File: config.mk
export PLATFORM = sky130hd
export DESIGN_NAME = tone_param_bank_flat
export DESIGN_NICKNAME = d
export VERILOG_FILES = /design/src/rtl/tone_param_bank_pkg.sv /design/src/rtl/tone_param_bank_if.sv /design/src/rtl/tone_param_bank_chan_regs.sv /design/src/rtl/tone_param_bank.sv /design/src/flat_wrapper.sv
export SDC_FILE = /design/constraint.sdc
export NUM_CORES = 1
export LEC_CHECK = 0
export BUFFER_PORTS_ARGS = -buffer_cell sky130_fd_sc_hd__buf_2
export CAP_MARGIN = 10
export CORE_ASPECT_RATIO = 1.25
export CORE_MARGIN = 8
export CORE_UTILIZATION = 51
export DETAILED_ROUTE_END_ITERATION = 16
export GPL_ROUTABILITY_DRIVEN = 0
export PLACE_DENSITY = 0.78
export SLEW_MARGIN = 20
export SYNTH_ARGS = -nofsm -noshare
export SYNTH_HDL_FRONTEND = slang
export SYNTH_HIERARCHICAL = 1
export SYNTH_SLANG_ARGS = --single-unit
File: constraint.sdc
create_clock -name clk -period 14.9 [get_ports clk]
set_clock_uncertainty 0.2 [all_clocks]
set_input_delay 2.98 -clock clk [delete_from_list [all_inputs] [get_ports clk]]
set_output_delay 2.98 -clock clk [all_outputs]
set_load 0.005 [all_outputs]
File: src/rtl/tone_param_bank_pkg.sv
// Shared definitions for the tone parameter bank: default widths, tone limits,
// decoder command codes and the commit FSM encoding.
package tone_param_bank_pkg;

  localparam int IDX_W_DEF  = 10;
  localparam int GAIN_W_DEF = 18;
  localparam int N_TONE_MAX = 8;

  // Command codes produced by the upstream AXIS decoder
  localparam logic [3:0] CMD_IDX    = 4'h1;
  localparam logic [3:0] CMD_GAIN   = 4'h2;
  localparam logic [3:0] CMD_COMMIT = 4'h3;
  localparam logic [3:0] CMD_SAFE   = 4'h4;

  typedef enum logic [1:0] {
    ST_IDLE      = 2'd0,
    ST_WAIT_SYNC = 2'd1,
    ST_APPLY     = 2'd2
  } state_t;

  function automatic logic tone_valid(input logic [2:0] tone, input int n_tone);
    return ({1'b0, tone} < 4'(n_tone));
  endfunction

endpackage

File: src/rtl/tone_param_bank_if.sv
// Bus between the command decoder / DDS side and the tone parameter bank.
// master drives writes, commits, SAFE and frame_sync; slave returns active values and status.
interface tone_param_bank_if #(
  parameter int IDX_W  = tone_param_bank_pkg::IDX_W_DEF,
  parameter int GAIN_W = tone_param_bank_pkg::GAIN_W_DEF,
  parameter int N_TONE = tone_param_bank_pkg::N_TONE_MAX
);
  logic                     idx_we;
  logic                     gain_we;
  logic                     wr_ch;
  logic [2:0]               wr_tone;
  logic [IDX_W-1:0]         wr_index;
  logic [GAIN_W-1:0]        wr_gain;
  logic                     commit_req;
  logic                     safe_we;
  logic                     safe_val;
  logic                     frame_sync;
  logic [N_TONE*IDX_W-1:0]  act_index_a;
  logic [N_TONE*IDX_W-1:0]  act_index_b;
  logic [N_TONE*GAIN_W-1:0] act_gain_a;
  logic [N_TONE*GAIN_W-1:0] act_gain_b;
  logic                     commit_done;
  logic                     commit_blocked;
  logic                     commit_busy;
  logic                     shadow_dirty;
  logic                     safe_en;

  modport master (
    output idx_we, gain_we, wr_ch, wr_tone, wr_index, wr_gain,
    output commit_req, safe_we, safe_val, frame_sync,
    input  act_index_a, act_index_b, act_gain_a, act_gain_b,
    input  commit_done, commit_blocked, commit_busy, shadow_dirty, safe_en
  );

  modport slave (
    input  idx_we, gain_we, wr_ch, wr_tone, wr_index, wr_gain,
    input  commit_req, safe_we, safe_val, frame_sync,
    output act_index_a, act_index_b, act_gain_a, act_gain_b,
    output commit_done, commit_blocked, commit_busy, shadow_dirty, safe_en
  );

endinterface

File: src/rtl/tone_param_bank_chan_regs.sv
// One channel of tone parameters: shadow index/gain per tone, write decode,
// and the active copy loaded from shadow in a single cycle on copy_en.
module tone_chan_regs
  import tone_param_bank_pkg::*;
#(
  parameter int IDX_W  = IDX_W_DEF,
  parameter int GAIN_W = GAIN_W_DEF,
  parameter int N_TONE = N_TONE_MAX
) (
  input  logic                     clk,
  input  logic                     rst,
  input  logic                     idx_we,
  input  logic                     gain_we,
  input  logic [2:0]               wr_tone,
  input  logic [IDX_W-1:0]         wr_index,
  input  logic [GAIN_W-1:0]        wr_gain,
  input  logic                     copy_en,
  output logic [N_TONE*IDX_W-1:0]  act_index,
  output logic [N_TONE*GAIN_W-1:0] act_gain
);

  logic [IDX_W-1:0]  shd_index_r [N_TONE];
  logic [GAIN_W-1:0] shd_gain_r  [N_TONE];
  logic [N_TONE-1:0] sel_s;

  // One-hot tone select; a tone number at or beyond N_TONE selects nothing
  always_comb begin
    sel_s = '0;
    for (int t = 0; t < N_TONE; t++) begin
      sel_s[t] = (wr_tone == 3'(t));
    end
  end

  // Shadow writes and bulk copy; the copy samples shadow before a same-edge write lands
  always_ff @(posedge clk or posedge rst) begin
    if (rst) begin
      for (int t = 0; t < N_TONE; t++) begin
        shd_index_r[t] <= '0;
        shd_gain_r[t]  <= '0;
      end
      act_index <= '0;
      act_gain  <= '0;
    end else begin
      for (int t = 0; t < N_TONE; t++) begin
        if (idx_we && sel_s[t]) begin
          shd_index_r[t] <= wr_index;
        end
        if (gain_we && sel_s[t]) begin
          shd_gain_r[t] <= wr_gain;
        end
        if (copy_en) begin
          act_index[t*IDX_W +: IDX_W]   <= shd_index_r[t];
          act_gain[t*GAIN_W +: GAIN_W]  <= shd_gain_r[t];
        end
      end
    end
  end

endmodule

File: src/rtl/tone_param_bank.sv
// Shadow/active tone parameter bank for two channels with a SAFE-gated commit FSM
// that copies all shadow registers to active either immediately or at frame_sync.
module tone_param_bank
  import tone_param_bank_pkg::*;
#(
  parameter int IDX_W    = IDX_W_DEF,
  parameter int GAIN_W   = GAIN_W_DEF,
  parameter int N_TONE   = N_TONE_MAX,
  parameter int USE_SYNC = 1
) (
  input logic              clk,
  input logic              rst,
  tone_param_bank_if.slave bus
);

  state_t state_r;
  state_t state_next_s;
  logic   blocked_next_s;
  logic   apply_s;
  logic   write_ok_s;
  logic   safe_en_r;
  logic   dirty_r;
  logic   done_r;
  logic   blocked_r;
  logic   busy_r;
  logic   we_idx_a_s;
  logic   we_idx_b_s;
  logic   we_gain_a_s;
  logic   we_gain_b_s;

  assign apply_s     = (state_r == ST_APPLY);
  assign write_ok_s  = (bus.idx_we | bus.gain_we) & tone_valid(bus.wr_tone, N_TONE);
  assign we_idx_a_s  = bus.idx_we  & (bus.wr_ch == 1'b0);
  assign we_idx_b_s  = bus.idx_we  & (bus.wr_ch == 1'b1);
  assign we_gain_a_s = bus.gain_we & (bus.wr_ch == 1'b0);
  assign we_gain_b_s = bus.gain_we & (bus.wr_ch == 1'b1);

  // Commit FSM next state; a SAFE drop while waiting wins over a coincident frame_sync
  always_comb begin
    state_next_s   = state_r;
    blocked_next_s = 1'b0;
    case (state_r)
      ST_IDLE: begin
        if (bus.commit_req) begin
          if (safe_en_r) begin
            state_next_s = (USE_SYNC != 0) ? ST_WAIT_SYNC : ST_APPLY;
          end else begin
            blocked_next_s = 1'b1;
          end
        end else begin
          state_next_s = ST_IDLE;
        end
      end
      ST_WAIT_SYNC: begin
        if (bus.safe_we && !bus.safe_val) begin
          state_next_s   = ST_IDLE;
          blocked_next_s = 1'b1;
        end else if (bus.frame_sync) begin
          state_next_s = ST_APPLY;
        end else begin
          state_next_s = ST_WAIT_SYNC;
        end
      end
      ST_APPLY: begin
        state_next_s = ST_IDLE;
      end
      default: begin
        state_next_s = ST_IDLE;
      end
    endcase
  end

  // State, SAFE flag, dirty tracking and registered status pulses
  always_ff @(posedge clk or posedge rst) begin
    if (rst) begin
      state_r   <= ST_IDLE;
      safe_en_r <= 1'b0;
      dirty_r   <= 1'b0;
      done_r    <= 1'b0;
      blocked_r <= 1'b0;
      busy_r    <= 1'b0;
    end else begin
      state_r   <= state_next_s;
      busy_r    <= (state_next_s != ST_IDLE);
      done_r    <= apply_s;
      blocked_r <= blocked_next_s;
      if (bus.safe_we) begin
        safe_en_r <= bus.safe_val;
      end
      if (write_ok_s) begin
        dirty_r <= 1'b1;
      end else if (apply_s) begin
        dirty_r <= 1'b0;
      end
    end
  end

  tone_chan_regs #(
    .IDX_W  (IDX_W),
    .GAIN_W (GAIN_W),
    .N_TONE (N_TONE)
  ) u_chan_a (
    .clk       (clk),
    .rst       (rst),
    .idx_we    (we_idx_a_s),
    .gain_we   (we_gain_a_s),
    .wr_tone   (bus.wr_tone),
    .wr_index  (bus.wr_index),
    .wr_gain   (bus.wr_gain),
    .copy_en   (apply_s),
    .act_index (bus.act_index_a),
    .act_gain  (bus.act_gain_a)
  );

  tone_chan_regs #(
    .IDX_W  (IDX_W),
    .GAIN_W (GAIN_W),
    .N_TONE (N_TONE)
  ) u_chan_b (
    .clk       (clk),
    .rst       (rst),
    .idx_we    (we_idx_b_s),
    .gain_we   (we_gain_b_s),
    .wr_tone   (bus.wr_tone),
    .wr_index  (bus.wr_index),
    .wr_gain   (bus.wr_gain),
    .copy_en   (apply_s),
    .act_index (bus.act_index_b),
    .act_gain  (bus.act_gain_b)
  );

  assign bus.commit_done    = done_r;
  assign bus.commit_blocked = blocked_r;
  assign bus.commit_busy    = busy_r;
  assign bus.shadow_dirty   = dirty_r;
  assign bus.safe_en        = safe_en_r;

endmodule

File: src/flat_wrapper.sv
// flat-port wrapper written by rule: the top's interface ports become plain ports
module tone_param_bank_flat import tone_param_bank_pkg::*;
#(
  parameter int IDX_W    = IDX_W_DEF,
  parameter int GAIN_W   = GAIN_W_DEF,
  parameter int N_TONE   = N_TONE_MAX,
  parameter int USE_SYNC = 1
)
  (clk, rst, bus_idx_we, bus_gain_we, bus_wr_ch, bus_wr_tone, bus_wr_index, bus_wr_gain, bus_commit_req, bus_safe_we, bus_safe_val, bus_frame_sync, bus_act_index_a, bus_act_index_b, bus_act_gain_a, bus_act_gain_b, bus_commit_done, bus_commit_blocked, bus_commit_busy, bus_shadow_dirty, bus_safe_en);
  tone_param_bank_if #(.IDX_W(IDX_W), .GAIN_W(GAIN_W), .N_TONE(N_TONE)) bus_i ();
  input logic clk;
  input logic rst;
  input wire logic [$bits(bus_i.idx_we)-1:0] bus_idx_we;
  input wire logic [$bits(bus_i.gain_we)-1:0] bus_gain_we;
  input wire logic [$bits(bus_i.wr_ch)-1:0] bus_wr_ch;
  input wire logic [$bits(bus_i.wr_tone)-1:0] bus_wr_tone;
  input wire logic [$bits(bus_i.wr_index)-1:0] bus_wr_index;
  input wire logic [$bits(bus_i.wr_gain)-1:0] bus_wr_gain;
  input wire logic [$bits(bus_i.commit_req)-1:0] bus_commit_req;
  input wire logic [$bits(bus_i.safe_we)-1:0] bus_safe_we;
  input wire logic [$bits(bus_i.safe_val)-1:0] bus_safe_val;
  input wire logic [$bits(bus_i.frame_sync)-1:0] bus_frame_sync;
  output wire logic [$bits(bus_i.act_index_a)-1:0] bus_act_index_a;
  output wire logic [$bits(bus_i.act_index_b)-1:0] bus_act_index_b;
  output wire logic [$bits(bus_i.act_gain_a)-1:0] bus_act_gain_a;
  output wire logic [$bits(bus_i.act_gain_b)-1:0] bus_act_gain_b;
  output wire logic [$bits(bus_i.commit_done)-1:0] bus_commit_done;
  output wire logic [$bits(bus_i.commit_blocked)-1:0] bus_commit_blocked;
  output wire logic [$bits(bus_i.commit_busy)-1:0] bus_commit_busy;
  output wire logic [$bits(bus_i.shadow_dirty)-1:0] bus_shadow_dirty;
  output wire logic [$bits(bus_i.safe_en)-1:0] bus_safe_en;
  assign bus_i.idx_we = bus_idx_we;
  assign bus_i.gain_we = bus_gain_we;
  assign bus_i.wr_ch = bus_wr_ch;
  assign bus_i.wr_tone = bus_wr_tone;
  assign bus_i.wr_index = bus_wr_index;
  assign bus_i.wr_gain = bus_wr_gain;
  assign bus_i.commit_req = bus_commit_req;
  assign bus_i.safe_we = bus_safe_we;
  assign bus_i.safe_val = bus_safe_val;
  assign bus_i.frame_sync = bus_frame_sync;
  assign bus_act_index_a = bus_i.act_index_a;
  assign bus_act_index_b = bus_i.act_index_b;
  assign bus_act_gain_a = bus_i.act_gain_a;
  assign bus_act_gain_b = bus_i.act_gain_b;
  assign bus_commit_done = bus_i.commit_done;
  assign bus_commit_blocked = bus_i.commit_blocked;
  assign bus_commit_busy = bus_i.commit_busy;
  assign bus_shadow_dirty = bus_i.shadow_dirty;
  assign bus_safe_en = bus_i.safe_en;
  tone_param_bank #(.IDX_W(IDX_W), .GAIN_W(GAIN_W), .N_TONE(N_TONE), .USE_SYNC(USE_SYNC)) u_core (.clk(clk), .rst(rst), .bus(bus_i));
endmodule
==> results of run 1 <==
metal layers:
metal / track usage, % / wire, µm
met1: 26.9 / 32900
met2: 38.4 / 43000
met3: 6.86 / 6490
met4: 9.21 / 3240
met5: 0 / 0
cell families after synthesis:
group	Yosys count	synth area share [%]
muxes	897	29.8
buffers and inverters	99	1.73
AOI/OAI and AO/OA	5	0.0776
and+or+nand+nor	43	1.59
DFF	903	66.8
registers in the layout, summed over array words and instances, names as in the netlist, 2 cells and up:
signal / count
u_core/u_chan_b/act_index: 80
u_core/u_chan_b/act_gain: 144
u_core/u_chan_b/shd_index_r: 80
u_core/u_chan_a/act_gain: 144
u_core/state_r: 2
u_core/u_chan_a/shd_gain_r: 144
u_core/u_chan_a/act_index: 80
u_core/u_chan_a/shd_index_r: 80
u_core/u_chan_b/shd_gain_r: 144
worst max-delay path: cells and delay by family:
family / cells / cell delay, ns
buffers and inverters: 5 / 2.27
cell usage in the layout, fill, tap and decap left out, types with 3 or more instances in the layout:
master     count
nand4b_4       6
nand4b_1       6
dfrtp_1      903
bufinv_16     11
buf_4         20
nor4bb_4       4
nor4b_4        3
clkbuf_8      21
and4bb_2       6
buf_6          3
mux2_2       895
clkinv_2       9
clkbuf_16     84
inv_6          4
inv_1          3
clkbuf_1      18
buf_2        492
layout make-up:
cell class	count	area [µm²]
multi-input combinational	945	10800
inverter	5	26.3
fill	4814	25600
tap	856	1070
clock buffer	123	2460
clock inverter	29	505
timing repair buffer	517	2690
sequential	903	22600
power groups by stage:
stage | sequential [mW] | combinational (mW) | clock (mW)
after floorplan | 3.73 | 0.843 | 0
after global placement | 3.78 | 1.75 | 0
after detailed placement | 3.83 | 1.81 | 0
after CTS | 3.80 | 1.82 | 2.31
after global routing | 3.89 | 1.93 | 2.41
final | 3.80 | 1.78 | 2.27
path summary, 6_finish.rpt:
check / depth (start not counted) / slack [ns] / end
worst max-delay path: 5 / 9.85 / u_core/u_chan_b/shd_gain_r[57]$_DFFE_PP0P_
worst min-delay path: 1 / 0.29 / u_core/u_chan_b/shd_gain_r[0]$_DFFE_PP0P_
worst max register to register: 4 / 11.03 / u_core/u_chan_a/act_gain[125]$_DFFE_PP0P_
worst min register to register: 1 / 0.29 / u_core/u_chan_b/shd_gain_r[0]$_DFFE_PP0P_
max in group clk: 4 / 10.26 / u_core/u_chan_b/shd_gain_r[57]$_DFFE_PP0P_
min in group asynchronous: 2 / 2.15 / u_core/bus.shadow_dirty$_DFFE_PP0P_
stage by stage:
step,cell area (µm²),total power [mW],std cells
after floorplan,33900,4.57,1947
after global routing,40100,8.23,3378
after detailed placement,37100,5.64,3226
after global placement,37100,5.52,3226
after CTS,40000,7.94,3378
final,40100,7.84,3378
==> summary.md, run 1 <==
| Metric | Value |
|---|---|
| Crit path from | `rst` |
| Crit end category | `asynchronous set/reset pin` |
| Max Fanout on Critical Path | `about 170` |
| Syn Nets | `1987` |
| Die area | `74900 µm²` |
| Slew of the pin with the lowest slew margin | `1.14 ns` |
| GRT Total Usage | `22.7%` |
| Pre-CTS WS | `slightly below 9 ns` |
| Gr ovfl total | `0` |
| Hold WS | `0.291 ns` |
| CP peak stage delay | `0.79 ns` |
| Die Y | `304 µm` |
| Final setup margin | `9.85 ns` |
| Setup TNS | `0 ns` |
| CTS H-tree depth | `3` |
| Setup Viol. Count Final | `0` |
| Port bufs | `around 490` |
| Worst EP required | `approximately 15 ns` |
| Slowest stage cell, crit path | `buf_4` |
| Final Net Count | `2496` |
| Detail Placement HPWL | `56800 µm` |
| Post-Syn Area | `roughly 34000 µm²` |
| Kind of critical path | `primary input to asynchronous set/reset pin` |
| Count leader, synth | `dfrtp_1` |
| Top cells by count, synth | `903 x dfrtp_1, 895 x mux2_2, 46 x buf_2` |
| Crit path DAT | `5.46 ns` |
| Ys flop type | `dfrtp_1` |
| Int Power | `5.65 mW` |
| Chip width | `246 µm` |
| Reg clk slew, reported paths | `0.06 ns` |
| Most used cell, CP | `buf_4` |
| Post-synth cell types | `27` |
| Async set or reset register ratio after synthesis | `100%` |
| CTS Hold Buffers Added | `0` |
| Comb pwr share | `a little under a quarter` |
| Vias in the first global route | `between 20000 and 25000` |
| Peak VDD IR | `0.129 mV` |
| # resized after CTS | `0` |
| Final ANT Viol Nets | `0` |
| Fin crit period | `5.05 ns` |
| Slew HR | `23.7%` |
| Initial Util | `51.5%` |
| Post-synth EDFFs | `0` |
| Pleak | `around 19 nW` |
| Number of synthesis warnings | `6` |
| Clock root cell | `clkbuf_16` |
| Largest net degree at the start of global routing | `175` |
| Sw Pwr | `2.20 mW` |
| I/O pins | `493` |
| Total number of vias | `18512` |
| Share of cells above drive strength 1 | `between 60% and 70%` |
| Drt wl/cell | `25.4 µm` |
| FF-to-FF Start | `u_core/state_r[0]$_DFF_PP0_` |
| First-pass GRT wire length | `131000 µm` |
| Max-cap violations | `0` |
| Post-synthesis average cell area | `17.4 µm²` |
| Clock Sinks | `903` |
| Maximum achievable frequency | `0.198 GHz` |
| Register area share after synthesis | `66.8%` |
| Sequential share of power | `48.4%` |
| Longest Clk Path Bufs | `3` |
| Number of remaining DRC errors | `0` |
| Final Max Slew Viols | `0` |
| Status | `finished, final reports clean` |
| DR iter-0 viols | `between 800 and 900` |
| CP Launch Type | `primary input` |
| Vias per cell | `5.48` |
| Top-area cell type share of the netlist area | `66.8%` |
| Antenna violations before repair | `1` |
| Clk Latency, worst-skew pair | `0.62 ns` |
| Worst hold start | `u_core/u_chan_b/shd_gain_r[0]$_DFFE_PP0P_` |
| DRT Wirelength | `85600 µm` |
| Pwr/cell area | `196 nW/µm²` |
| Switching share of total power | `28.0%` |
| Worst Hold Class | `flip-flop to flip-flop` |
| Yosys reg bits | `903` |
| Dominant cells by area after synthesis | `dfrtp_1 67%, mux2_2 30%, buf_2 0.68%, nand4b_4 0.42%, buf_4 0.40%` |
| Synthesized instance count | `1947` |
| Tcrit/Tclk final | `33.9%` |
| Post-CTS setup buffers | `0` |
| Std cell rows | `around 110` |
| RSZ-0062 raised after global routing | `false` |
| Total CTS buffers | `84` |
| Clock group share of total power | `28.9%` |
| N_diodes | `0` |
| Yosys top cell by area | `dfrtp_1` |
| Final Hold Fails | `0` |
| Final core area utilization | `61.1%` |
| DR pass1 iterations | `4` |
| Area growth from synthesis to layout | `18.5%` |
| Crit-path cells | `buf_2, clkinvlp_4, buf_4, buf_4, buf_12` |
| CTS tree | `done` |
| Core Box Area | `65700 µm²` |
Note: power is estimated with default switching activity, not from simulation.
==> run 2, diff against run 1 <==
clock period = 4.6 ns   (was 14.9 ns; I/O delays follow)
==> run 2 against run 1 <==
Design area rose by 0.30%. Worst hold slack worse by 0.20 ns. Routed wire length up 1.5%. Sequential power rose to 3.2 times the previous value. Via count up 0.58%. Non-clock buffer count up 10. Clock power increased to 3.2 times the previous value. Power rose to 3.2 times the previous value. Sequential share of layout area is 0.17 points lower. Global-route usage increased by 0.47 points. Final cell count is 0.38% higher. Critical endpoint is now u_core/u_chan_b/shd_index_r[53]$_DFFE_PP0P_. Highest routed layer unchanged.
==> summary.md, run 2 (synthesis gave the netlist of run 1 again) <==
| Metric | Value |
|---|---|
| Cell family contributing the most delay on the critical path | `buffers and inverters` |
| Share of cells above drive strength 1 | `62.6%` |
| Gr ovfl total | `0` |
| CTS Hold Buffers Added | `0` |
| Worst Hold Class | `primary input to asynchronous set/reset pin` |
| Crit path DAT | `3.00 ns` |
| Sequential share of power | `48.4%` |
| Max Fanout on Critical Path | `32` |
| CTS tree | `done` |
| Fin crit period | `2.71 ns` |
| Crit path from | `bus_wr_tone[1]` |
| Max-cap violations | `0` |
| Die area | `~75000 µm²` |
| Switching share of total power | `28.2%` |
| Tcrit/Tclk final | `58.9%` |
| Reg2reg end | `u_core/u_chan_b/act_index[40]$_DFFE_PP0P_` |
| Largest net degree at the start of global routing | `155` |
| Final Net Count | `2507` |
| Core Box Area | `65700 µm²` |
| Placed cell area | `approximately 37000 µm²` |
| DR pass1 iterations | `5` |
| Final core area utilization | `61.2%` |
| I/O pins | `493` |
| Antenna violations before repair | `0` |
| Commonest non-fill, non-tap cells in the layout | `903 x dfrtp_1, 895 x mux2_2, 492 x buf_2` |
| Pleak | `19.2 nW` |
| DR iter-0 viols | `852` |
| Longest Clk Path Bufs | `3` |
| CP Launch Type | `primary input` |
| Final ANT Viol Nets | `0` |
| Slowest stage cell, crit path | `buf_2` |
| CP peak stage delay | `approximately 0.81 ns` |
| FF-to-FF Start | `u_core/state_r[0]$_DFF_PP0_` |
| # resized after CTS | `0` |
| Status | `finished, final reports clean` |
| R2R setup slack | `2.01 ns` |
| Vias in the first global route | `21297` |
| Setup Viol. Count Final | `0` |
| Final Max Slew Viols | `0` |
| Clk Latency, worst-skew pair | `0.63 ns` |
| RSZ-0062 raised after global routing | `false` |
| Slew of the pin with the lowest slew margin | `about 1.1 ns` |
| Initial Util | `51.5%` |
| Port bufs | `between 400 and 500` |
| Commonest non-fill, non-tap cell in the layout | `dfrtp_1` |
| Design Area, Final | `slightly above 40000 µm²` |
| CTS H-tree depth | `3` |
| Reg clk slew, reported paths | `around 0.06 ns` |
| Pwr/cell area | `~630 nW/µm²` |
| Slew HR | `26.7%` |
| Die Y | `304 µm` |
| Crit end category | `flip-flop` |
| Detail Placement HPWL | `between 50000 and 60000 µm` |
| N_diodes | `0` |
| Number of remaining DRC errors | `0` |
| Kind of critical path | `primary input to flip-flop` |
| Chip width | `around 250 µm` |
| Std cell rows | `105` |
| Post-CTS setup buffers | `0` |
| First-pass GRT wire length | `approximately 130000 µm` |
| Worst EP required | `4.89 ns` |
| Peak VDD IR | `0.372 mV` |
| Sw Pwr | `7.15 mW` |
| Comb pwr share | `approximately 23%` |
| DRT Wirelength | `87000 µm` |
| Crit-path cells | `buf_2, nor4bb_2, buf_4, mux2_2` |
| Clock group share of total power | `28.7%` |
| Area growth from synthesis to layout | `18.8%` |
| Fill cells | `roughly 4800` |
| Int Power | `18.2 mW` |
| Clock root cell | `clkbuf_16` |
| CP Buf/Inv Count | `2` |
| GRT Total Usage | `a little under a quarter` |
| Total Power | `25.4 mW` |
| Post-placement cell count | `3236` |
| Final Hold Fails | `0` |
| Drt wl/cell | `25.6 µm` |
| Clock Sinks | `903` |
| Post-route insts no fill | `3391` |
| Total CTS buffers | `85` |
| Maximum achievable frequency | `0.369 GHz` |
| Vias per cell | `5.49` |
| Total number of vias | `18619` |
| Worst r2r path cells | `3` |
-- run 2: metal layers --
layer  share of wire, %  track usage, %  up-vias  wire, µm
met2                 50            39.2      563     43500
met3                7.8            7.30      171      6830
li1                   -               -     7979         -
met4                4.4            10.3        0      3800
met1                 38            26.9     9906     32900
met5                  0               0        -         0
-- run 2: how the worst max path moves through the flow --
stage	end	cells after the start
floorplan	u_core/u_chan_a/act_gain[0]$_DFFE_PP0P_	1
global placement	u_core/u_chan_b/shd_index_r[59]$_DFFE_PP0P_	4
detailed placement	u_core/u_chan_a/shd_index_r[26]$_DFFE_PP0P_	3
CTS	u_core/u_chan_a/shd_index_r[26]$_DFFE_PP0P_	3
global route	u_core/u_chan_b/shd_index_r[53]$_DFFE_PP0P_	4
finish	u_core/u_chan_b/shd_index_r[53]$_DFFE_PP0P_	4
-- run 2: power by group through the flow --
| stage | Combinational (mW) | Clock, mW | Sequential (mW) |
|---|---|---|---|
| final | 5.82 | 7.28 | 12.3 |
| after global placement | 5.69 | 0 | 12.2 |
| after detailed placement | 5.91 | 0 | 12.4 |
| after floorplan | 2.73 | 0 | 12.1 |
| after CTS | 5.95 | 7.44 | 12.3 |
| after global routing | 6.30 | 7.75 | 12.6 |
-- run 2: cell type report --
type | count | area (µm²) | area share (%)
Tap cell | 856 | 1070 | 2.66
Multi-Input combinational cell | 945 | 10700 | 26.6
Clock buffer | 129 | 2560 | 6.38
Timing Repair Buffer | 527 | 2860 | 7.12
Sequential cell | 903 | 22600 | 56.2
Clock inverter | 26 | 388 | 0.964
Inverter | 5 | 26.3 | 0.0653
-- run 2: metrics by stage --
stage                      TNS, ns  hold slack, ns  setup slack, ns
after global routing             0          0.0825             1.83
after global placement           0           0.268             1.37
final                            0          0.0905             1.89
after detailed placement         0           0.277             1.28
after CTS                        0          0.0501             1.95
after floorplan           -2309.12           0.259            -2.58
-- run 2: worst reg2reg max path, cell delays in order, from the launching register on --
cell and delay (ns):
dfrtp_1 0.42, and2b_4 0.73, buf_4 0.68, mux2_2 0.46
